==> config.mk <==
export PLATFORM = sky130hd
export DESIGN_NAME = btn_event_arbiter
export DESIGN_NICKNAME = d
export VERILOG_FILES = /design/src/rtl/btn_event_arbiter.sv
export SDC_FILE = /design/constraint.sdc
export NUM_CORES = 1
export LEC_CHECK = 0
export CAP_MARGIN = 20
export CORE_MARGIN = 1
export CORE_UTILIZATION = 35
export DETAILED_ROUTE_END_ITERATION = 16
export PLACE_DENSITY = 0.56
export SLEW_MARGIN = 10
export SYNTH_ARGS = -nofsm -noshare
export SYNTH_HDL_FRONTEND = slang
export SYNTH_SLANG_ARGS = --single-unit
export TNS_END_PERCENT = 5
==> constraint.sdc <==
create_clock -name clk_1kHz -period 8.6 [get_ports clk_1kHz]
set_clock_uncertainty 0.15 [all_clocks]
set_input_delay 0.86 -clock clk_1kHz [delete_from_list [all_inputs] [get_ports clk_1kHz]]
set_output_delay 0.86 -clock clk_1kHz [all_outputs]
set_load 0.05 [all_outputs]
==> src/rtl/btn_event_arbiter.sv <==
// Push-button front end: per-button debounce, SHORT/LONG press
// classification and a round-robin funnel onto one event port.
module btn_event_arbiter #(
  parameter int N_BTN   = 4,
  parameter int DB_MS   = 5,
  parameter int LONG_MS = 1000
) (
  input  logic                     clk_1kHz,
  input  logic                     rst,
  input  logic [N_BTN-1:0]         btn_raw,
  output logic [N_BTN-1:0]         btn_level,
  output logic                     evt_valid,
  input  logic                     evt_ready,
  output logic [$clog2(N_BTN)-1:0] evt_id,
  output logic                     evt_long,
  output logic                     evt_overrun
);

  localparam int IW = $clog2(N_BTN);
  localparam int CW = $clog2(DB_MS + 1);
  localparam int HW = $clog2(LONG_MS + 1);

  typedef enum logic [1:0] {
    S_IDLE,
    S_PRESSED,
    S_HELD
  } press_e;

  logic [N_BTN-1:0] sync1_q;
  logic [N_BTN-1:0] sync2_q;
  logic [N_BTN-1:0] level_q;
  logic [N_BTN-1:0] level_d;
  logic [CW-1:0]    cnt_q [N_BTN];
  logic [CW-1:0]    cnt_d [N_BTN];

  press_e           state_q [N_BTN];
  press_e           state_d [N_BTN];
  logic [HW-1:0]    hc_q [N_BTN];
  logic [HW-1:0]    hc_d [N_BTN];
  logic [N_BTN-1:0] post;
  logic [N_BTN-1:0] post_long;

  logic [N_BTN-1:0] pend_q;
  logic [N_BTN-1:0] pend_d;
  logic [N_BTN-1:0] pend_long_q;
  logic [N_BTN-1:0] pend_long_d;
  logic             overrun_q;
  logic             overrun_d;

  logic [N_BTN-1:0] avail;
  logic             found;
  logic [IW-1:0]    sel;
  logic             load;
  logic             valid_q;
  logic             valid_d;
  logic [IW-1:0]    id_q;
  logic [IW-1:0]    id_d;
  logic             long_q;
  logic             long_d;
  logic [IW-1:0]    lg_q;
  logic [IW-1:0]    lg_d;

  always_ff @(posedge clk_1kHz) begin
    if (rst) begin
      sync1_q     <= '0;
      sync2_q     <= '0;
      level_q     <= '0;
      pend_q      <= '0;
      pend_long_q <= '0;
      overrun_q   <= 1'b0;
      valid_q     <= 1'b0;
      id_q        <= '0;
      long_q      <= 1'b0;
      lg_q        <= IW'(N_BTN - 1);
      for (int i = 0; i < N_BTN; i++) begin
        cnt_q[i]   <= '0;
        hc_q[i]    <= '0;
        state_q[i] <= S_IDLE;
      end
    end else begin
      sync1_q     <= btn_raw;
      sync2_q     <= sync1_q;
      level_q     <= level_d;
      pend_q      <= pend_d;
      pend_long_q <= pend_long_d;
      overrun_q   <= overrun_d;
      valid_q     <= valid_d;
      id_q        <= id_d;
      long_q      <= long_d;
      lg_q        <= lg_d;
      for (int i = 0; i < N_BTN; i++) begin
        cnt_q[i]   <= cnt_d[i];
        hc_q[i]    <= hc_d[i];
        state_q[i] <= state_d[i];
      end
    end
  end

  // Level only moves after DB_MS consecutive disagreeing samples.
  always_comb begin
    level_d = level_q;
    for (int i = 0; i < N_BTN; i++) begin
      cnt_d[i] = '0;
      if (sync2_q[i] != level_q[i]) begin
        if (cnt_q[i] == CW'(DB_MS - 1)) begin
          level_d[i] = sync2_q[i];
        end else begin
          cnt_d[i] = cnt_q[i] + CW'(1);
        end
      end
    end
  end

  always_comb begin
    post      = '0;
    post_long = '0;
    for (int i = 0; i < N_BTN; i++) begin
      state_d[i] = state_q[i];
      hc_d[i]    = hc_q[i];
      unique case (state_q[i])
        S_IDLE: begin
          if (level_q[i]) begin
            state_d[i] = S_PRESSED;
            hc_d[i]    = '0;
          end
        end
        S_PRESSED: begin
          if (!level_q[i]) begin
            post[i]    = 1'b1;
            state_d[i] = S_IDLE;
          end else if (hc_q[i] == HW'(LONG_MS - 1)) begin
            post[i]      = 1'b1;
            post_long[i] = 1'b1;
            state_d[i]   = S_HELD;
          end else begin
            hc_d[i] = hc_q[i] + HW'(1);
          end
        end
        S_HELD: begin
          if (!level_q[i]) begin
            state_d[i] = S_IDLE;
          end
        end
        default: state_d[i] = S_IDLE;
      endcase
    end
  end

  // A fresh post may bypass its empty slot straight into the output.
  assign avail = pend_q | post;

  always_comb begin
    int idx;
    found = 1'b0;
    sel   = '0;
    idx   = 0;
    for (int k = 1; k <= N_BTN; k++) begin
      idx = int'(lg_q) + k;
      if (idx >= N_BTN) begin
        idx = idx - N_BTN;
      end
      if (!found && avail[idx]) begin
        found = 1'b1;
        sel   = IW'(idx);
      end
    end
  end

  assign load = (!valid_q || evt_ready) && found;

  always_comb begin
    valid_d = valid_q;
    id_d    = id_q;
    long_d  = long_q;
    lg_d    = lg_q;
    if (load) begin
      valid_d = 1'b1;
      id_d    = sel;
      long_d  = pend_q[sel] ? pend_long_q[sel] : post_long[sel];
      lg_d    = sel;
    end else if (evt_ready) begin
      valid_d = 1'b0;
    end
  end

  always_comb begin
    pend_d      = pend_q;
    pend_long_d = pend_long_q;
    overrun_d   = overrun_q;
    for (int i = 0; i < N_BTN; i++) begin
      if (load && sel == IW'(i)) begin
        pend_d[i] = 1'b0;
        if (post[i] && pend_q[i]) begin
          pend_d[i]      = 1'b1;
          pend_long_d[i] = post_long[i];
        end
      end else if (post[i]) begin
        pend_d[i]      = 1'b1;
        pend_long_d[i] = post_long[i];
        if (pend_q[i]) begin
          overrun_d = 1'b1;
        end
      end
    end
  end

  assign btn_level   = level_q;
  assign evt_valid   = valid_q;
  assign evt_id      = id_q;
  assign evt_long    = long_q;
  assign evt_overrun = overrun_q;

endmodule

**Yosys cells after proc, flatten, opt, wreduce, memory -nomap -nowiden**

Memory sizes are Yosys's and may differ from the RTL's.
Cells that the tools add are included.

- Flip-flop bits (word level): 27
- Memories: 3
- Memory bits (writable): 60
- Output and inout bits: 9
- Bits of input ports: 7
- Word-level logic and storage cells: 270

- Reduce and logical (&&, ||, !) cells: 35
- Mux-type cells: 148
- $add $sub $neg: 16
- Equal/unequal tests: 27
- Magnitude comparators: 9
- Bitwise operators: 13

Memory list:

| name | depth | width | rd ports | clocked after Yosys merged registers in | wr ports | line | text |
|---|---|---|---|---|---|---|---|
| hc_q | 4 | 10 | 4 | 0 | 4 | 38 | `logic [HW-1:0] hc_q [N_BTN];` |
| cnt_q | 4 | 3 | 4 | 0 | 4 | 33 | `logic [CW-1:0] cnt_q [N_BTN];` |
| state_q | 4 | 2 | 4 | 0 | 4 | 36 | `press_e state_q [N_BTN];` |

Operators by type and width:

| kind | number |
|---|---|
| $mux W10 | 16 |
| $lt A32 B4 Y1 const B | 4 |
| $mux W32 | 4 |
| $pmux W10 S2 | 4 |
| $mux W1 | 77 |
| $mux W2 | 24 |
| $add A10 B1 Y10 const B | 4 |
| $eq A10 B10 Y1 const B | 4 |
| $mux W3 | 12 |
| $pmux W2 S3 | 4 |
| $reduce_and A2 Y1 | 8 |
| $bmux W1 S2 | 7 |
| $add A3 B1 Y3 const B | 4 |
| $eq A2 B2 Y1 const B | 6 |
| $eq A3 B3 Y1 const B | 4 |
| $logic_and A1 B1 Y1 | 12 |
| $or A1 B1 Y1 | 12 |
| $sub A3 B3 Y4 const B | 3 |
| $eq A2 B1 Y1 const B | 5 |
| $logic_not A2 Y1 | 5 |
| $reduce_bool A2 Y1 | 5 |
| $ge A3 B3 Y1 const B | 3 |
| $ne A2 B1 Y1 const B | 4 |
| $add A2 B2 Y3 const B | 2 |
| other kinds (9) | 15 |

**Longest topological paths before layout**

- Word-level depth: 30
- Mapped depth: 10
- Depth with buffers taken out: 9

**Least setup slack after synthesis**

OpenSTA, ideal clock, no wires.

- Path type: reg-to-reg
- Start point: register level_q[0], in the netlist btn_level[0]
- End point: register pend_q[1]
- Stages on the path, launching flop included: 10
- Path slack: 5,892 ps
- Arrival: 2,443 ps
- Required time: 8,335 ps
- Library setup time: 115 ps
- Clock period less this slack: 2,708 ps
- Buffers on the path: 1
- Cells stage by stage: dfxtp_1 > inv_1 > and2_1 > a211o_2 > nor3b_1 > a2111o_1 > buf_4 > nand2b_1 > maj3_1 > and2_1

- Cells in the longest elaborated chain, start to end: 19
- Elaborated cells on any way between the ends: 34
- Classes of those cells: eq/ne: 1; mux: 23; bitwise: 1; reduce/logical: 9

Ends and longest elaborated chain:

| what | line | text |
|---|---|---|
| from (decl) | 31 | `logic [N_BTN-1:0] level_q;` |
| from (signal assigned) | 83 | `level_q <= level_d;` |
| $mux W1 * | 128 | `if (!level_q[i]) begin` |
| $mux W1 * | 120 | `unique case (state_q[i])` |
| $or A4 B4 Y4 * | 150 | `assign avail = pend_q \| post;` |
| $bmux W1 S2 | 162 | `if (!found && avail[idx]) begin` |
| $mux W1 (implied by the code) (2 in series) | 162 |  |
| $mux W1 | 162 |  |
| $logic_not A1 Y1 | 162 |  |
| $logic_and A1 B1 Y1 | 162 |  |
| [2 not listed] | - |  |
| $logic_and A1 B1 Y1 | 162 |  |
| $mux W1 | 162 |  |
| $logic_not A1 Y1 | 162 |  |
| $logic_and A1 B1 Y1 | 162 |  |
| $mux W2 or $mux W1 (tied branches) | 162 |  |
| $eq A2 B1 Y1 or $logic_and A1 B1 Y1 (tied branches) | 191, 169 |  |
| $logic_and A1 B1 Y1 * | 191 | `if (load && sel == IW'(i)) begin` |
| $mux W1 or $reduce_bool A2 Y1 (tied branches) | - |  |
| to (signal assigned) | 84 | `pend_q <= pend_d;` |
| to (decl) | 43 | `logic [N_BTN-1:0] pend_q;` |

Mark *: on every way between the ends. The rest lies on a longest branch, timed or not. The select of a mux whose other input is x is not followed.
A chain may end at the register's enable or synchronous reset.

==> metrics <==
status=finished, final reports clean; CTS tree=built; Cell Area, Placed=4370 um2; CP max stage delay=0.74 ns; hpwl dp=5.48 mm; Worst EP arrival=3.15 ns; Synth Flop Type=dfxtp_1; worst min path class=reg -> reg; logic gate share of total power=1.6%; die width=110 um; layout cells sized above 1=6.12%; sequential power share=47.1%; Sw Pwr=0.000160 W; Yosys reg bits=87; Critical Path Source=hc_q[0][0]$_SDFFE_PP0P_; routed vias=3230; IO buf count=15; Rows=39; Final Hold Fails=0; Layout area overhead=15.6%; Final nets=504; Critical path buffers and inverters=0; syn avg cell area=8.70 um2; Post-synth EDFFs=0; relative slew slack=50.9%; hold wc startpoint=sync1_q[1]$_SDFF_PP0_; commonest cells after routing, fill and taps aside=dfxtp_1 (87), nor2_1 (62), nand2_1 (44); Final period util=35.1%; area occupied by multi-input gates=2230 um2; Synth area leaders=dfxtp_1 (43%), nor2_1 (5.7%), xor2_1 (4.3%); Max Clk Rate=331 MHz; worst setup path class=reg -> reg; Die Ht=110 um; Syn Nets=487; die area=12100 um2; Worst-Margin Slew=0.735 ns; r2r startpoint=hc_q[0][0]$_SDFFE_PP0P_; Fillers=1148; Routed WL=7.66 mm; clock latency on the worst-skew pair=0.34 ns; Slowest-stage cell, CP=a2111oi_2; post-synth top area share=42.8%; Worst Setup Start Kind=register; Ant. Diodes=0; post-synthesis sequential area ratio=42.8%; Cell Chain, Critical Path=ha_1 -> nand4_1 -> nor4_4 -> a211o_2 -> o32ai_2 -> a2111oi_2 -> o211ai_1 -> a21oi_1 -> o31a_1; starting density of the core=35.8%; Distinct cells, synth=58; pwr dens=183 nW/um2; GPL Wtd Cong=0.771; drc violations=0; global route overflow=0; via/cell ratio=5.10; fin crit period=3.02 ns; DRT Pass-1 Iters=4; leakage dissipation=1.69 nW; switch share=18.5%; core area=11400 um2; Starting DRT DRC Count=102; clock transition at the registers of the reported paths=0.06 ns; clock root buffer=clkbuf_16; antenna viol nets, final=0; largest net degree at the start of global routing=44; H-Tree Level Count=3; global-route wire length before repair=13.5 mm; register area=1740 um2; Yosys warnings=0; commonest non-fill, non-tap cell in the layout=dfxtp_1; Gate Count Post-Synth=468; initial antenna violation count=0; Internal Power=0.000703 W; clk buf depth=2; Worst VDD drop=0.130 mV; cell taking the most area after synthesis=dfxtp_1; Clk network pwr share=51.3%; delay-heaviest family, CP=compound AO/OA/AOI/OAI gates; num ports=16; Total Neg Setup Slack=0 ns; Worst Setup End Kind=register; RSZ-0062 raised after global routing=false; worst-path fanout max=8; critical path required time=8.73 ns; final setup fails=0; clock sink count=87; Finished Cell Area=4710 um2; cts repair resizes=0; Post-CTS Hold Buffers=0; cts bufs inserted=9; Async S/R FF share, synth=0%; Mapped Area=4070 um2; # Post-CTS Setup Buffers=0; Max-Cap Viols=0; Total Routing Usage GR=14.2%; DR WL/cell=12.1 um; max-slew violation count=0; vias in the first global route=3118
sequential cells by signal, indices dropped and copies added (netlist names):
register,count
hc_q,40
cnt_q,12
state_q,8
btn_level,4
pend_long_q,4
pend_q,4
sync1_q,4
sync2_q,4
evt_id,2
lg_q,2
evt_long,1
evt_overrun,1
evt_valid,1
cells by family (layout without fill, tap and decap cells):
group                    after synthesis  in the layout  share of synthesized area (%)
multiplexers                          11             11                           2.77
buffers and inverters                 24             46                           2.34
flip-flops                            87             87                           42.8
AND/OR/NAND/NOR                      215            215                           26.6
AO/OA/AOI/OAI                         90             90                           15.6
adder cells (fa/ha/maj)               13             13                           3.93
XOR/XNOR                              28             28                           6.02
cell usage after synthesis (9+ instances only):
cell type / n
a21oi_1: 27
and3_1: 14
dfxtp_1: 87
ha_1: 12
inv_1: 14
mux2i_1: 9
nand2_1: 44
nand2b_1: 10
nand3_1: 18
nand4_1: 11
nor2_1: 62
nor2b_1: 14
nor3_1: 16
o21ai_0: 13
or3_1: 9
xor2_1: 20
cell type report:
class	count	share of cell area, %
flip-flops and latches	87	37.0
clock inverters	3	1.91
repair buffers	16	3.35
clock buffers	13	5.32
inverters	14	1.12
well taps	143	3.80
multi-input cells	357	47.5
power groups by stage:
stage / clock, W / combinational (W) / sequential, W
floorplan: 0 / 0.00000900 / 0.000415
global placement: 0 / 0.0000141 / 0.000415
detailed placement: 0 / 0.0000145 / 0.000415
CTS: 0.000454 / 0.0000145 / 0.000406
global route: 0.000470 / 0.0000161 / 0.000406
finish: 0.000442 / 0.0000141 / 0.000406
final timing paths:
check | slack (ns) | cells past startpoint | end
min reg2reg | 0.29 | 1 | sync2_q[1]$_SDFF_PP0_
min | 0.29 | 1 | sync2_q[1]$_SDFF_PP0_
max reg2reg | 5.58 | 9 | evt_overrun$_SDFF_PP0_
max | 5.58 | 9 | evt_overrun$_SDFF_PP0_
layer usage:
| metal | track usage [%] | wire [um] | up-vias |
|---|---|---|---|
| li1 | - | - | 1683 |
| met1 | 17.1 | 3770 | 1500 |
| met2 | 23.8 | 3490 | 36 |
| met3 | 4.27 | 270 | 11 |
| met4 | 5.43 | 127 | 0 |
| met5 | 0 | 0 | - |
metrics by stage:
step	hold slack, ns	instances	power, W	setup WS, ns	utilization (%)
4_1_cts	0.295	633	0.000875	5.60	41.4
5_1_grt	0.308	633	0.000892	5.26	41.4
2_1_floorplan	0.264	468	0.000424	5.89	-
6_report	0.288	633	0.000863	5.58	41.4
3_5_place_dp	0.280	617	0.000430	5.59	38.4
3_3_place_gp	0.269	617	0.000429	5.63	38.4
No activity file was read; power rests on OpenSTA's default activity.
==> edit: new RTL, config.mk and constraints unchanged <==
`DB_MS`: 5 -> 4.
--- a/src/rtl/btn_event_arbiter.sv
+++ b/src/rtl/btn_event_arbiter.sv
@@ -4,3 +4,3 @@
   parameter int N_BTN   = 4,
-  parameter int DB_MS   = 5,
+  parameter int DB_MS   = 4,
   parameter int LONG_MS = 1000
Formal check against the unedited RTL: not equivalent (a bounded check fails within 10 cycles, from zero or initial values and one cycle with rst high).
==> edit against the unedited design <==
  * Non-clock buffer count did not move
  * Largest cell class unchanged
  * Hold slack got worse by 0.021 ns
  * Power fell by 6.0%
  * Worst setup slack got worse by 0.28 ns
  * Critical endpoint is now pend_long_q[3]$_SDFFE_PP0P_
  * Final area fell by 4.0%
  * Synthesized area fell by 3.0%
  * Sequential cell count did not move
  * Wire length fell by 7.3%
  * Count of clock-buffer cells in the layout fell by 2
==> edit: results (changes against the unedited design) <==
* Vias in the first global route at 2771 (-11%)
* Min-delay src: cnt_q[3][0]$_SDFF_PP0_
* WL met1 at 3582 um (-4.9%)
* DR WL/cell at 11.66 um (-3.7%)
* DR WL met2 at 3159 um (-9.6%)
* First-pass GRT wire length at 12270 um (-8.9%)
* Post-DR vias/cell at 4.923 (-3.5%)
* Crit path DAT at 3.37 ns (+0.22 ns)
* Status: completed
* Worst setup path start: hc_q[2][0]$_SDFFE_PP0P_
* VDD IR-drop max at 0.0001070 V (-17%)
* Largest net degree at the start of global routing at 54 (+23%)
* Max Fclk at 0.3033 GHz (-8.4%)
* Syn_nets at 467 (-4.1%)
* CP top delay family: simple AND/OR/NAND/NOR gates
* Post-synth cell types at 60 (+3.4%)
* Drt pass-1 iters at 5 (+1)
* LEAKAGE at 1.584 nW (-6.0%)
* Sw Pwr at 0.1600 mW (+0.15%)
* Nets at 483 (-4.2%)
* CP Max Fanout at 11 (+3)
* Gr usage total at 0.1332 (-0.009104)
* Critical Path End: pend_long_q[3]$_SDFFE_PP0P_
* Layout cells sized above 1 at 0.07036 (+0.009138)
* CP max stage delay at 0.54 ns (-0.20 ns)
* Post-DP HPWL at 5092 um (-7.1%)
[edit: cell count changes after synthesis, sizes merged, moves of 5 or more]
cell / before / now
nand2: 44 / 28
nor2: 62 / 77
and3: 14 / 3
o21ai: 21 / 12
a21oi: 28 / 21
o31ai: 6 / 1
[edit: logic make-up (layout without fill, tap and decap cells)]
kind of cell    Yosys count  after routing  synth area share
simple gates            205            205            0.2600
mux                      12             12           0.03230
fa+ha+maj                13             13           0.04053
compound gates           72             72            0.1251
xor+xnor                 30             30           0.06650
flops                    87             87            0.4408
buf+inv                  29             50           0.03483
[edit: layer usage]
| metal | global-route usage | vias to the layer above |
|---|---|---|
| li1 | - | 1602 |
| met1 | 0.1651 | 1357 |
| met2 | 0.2116 | 26 |
| met3 | 0.04099 | 13 |
| met4 | 0.06081 | 0 |
| met5 | 0 | - |
[edit: power groups by stage]
stage	combinational (mW)	sequential (mW)	clock (mW)
after floorplan	0.00819	0.415	0
after global placement	0.0129	0.415	0
after detailed placement	0.0129	0.415	0
after CTS	0.0129	0.406	0.406
after global routing	0.0142	0.406	0.423
final	0.0126	0.406	0.392
[edit: stage by stage]
stage | cells | hold WS, ns | area [um^2] | power, mW
finish | 609 | 0.2669 | 4518 | 0.8106
global route | 609 | 0.2899 | 4518 | 0.8429
CTS | 609 | 0.2724 | 4518 | 0.8249
detailed placement | 593 | 0.2616 | 4209 | 0.4281
global placement | 593 | 0.2588 | 4209 | 0.4280
floorplan | 448 | 0.2490 | 3951 | 0.4232
[edit: area by class of cell]
cell class / instances / area (um^2)
fill: 1111 / 6417
multi-input combinational: 332 / 2072
sequential: 87 / 1742
clock buffer: 11 / 252.7
tap: 140 / 175.2
timing repair buffer: 16 / 152.6
inverter: 18 / 67.56
clock inverter: 5 / 56.30
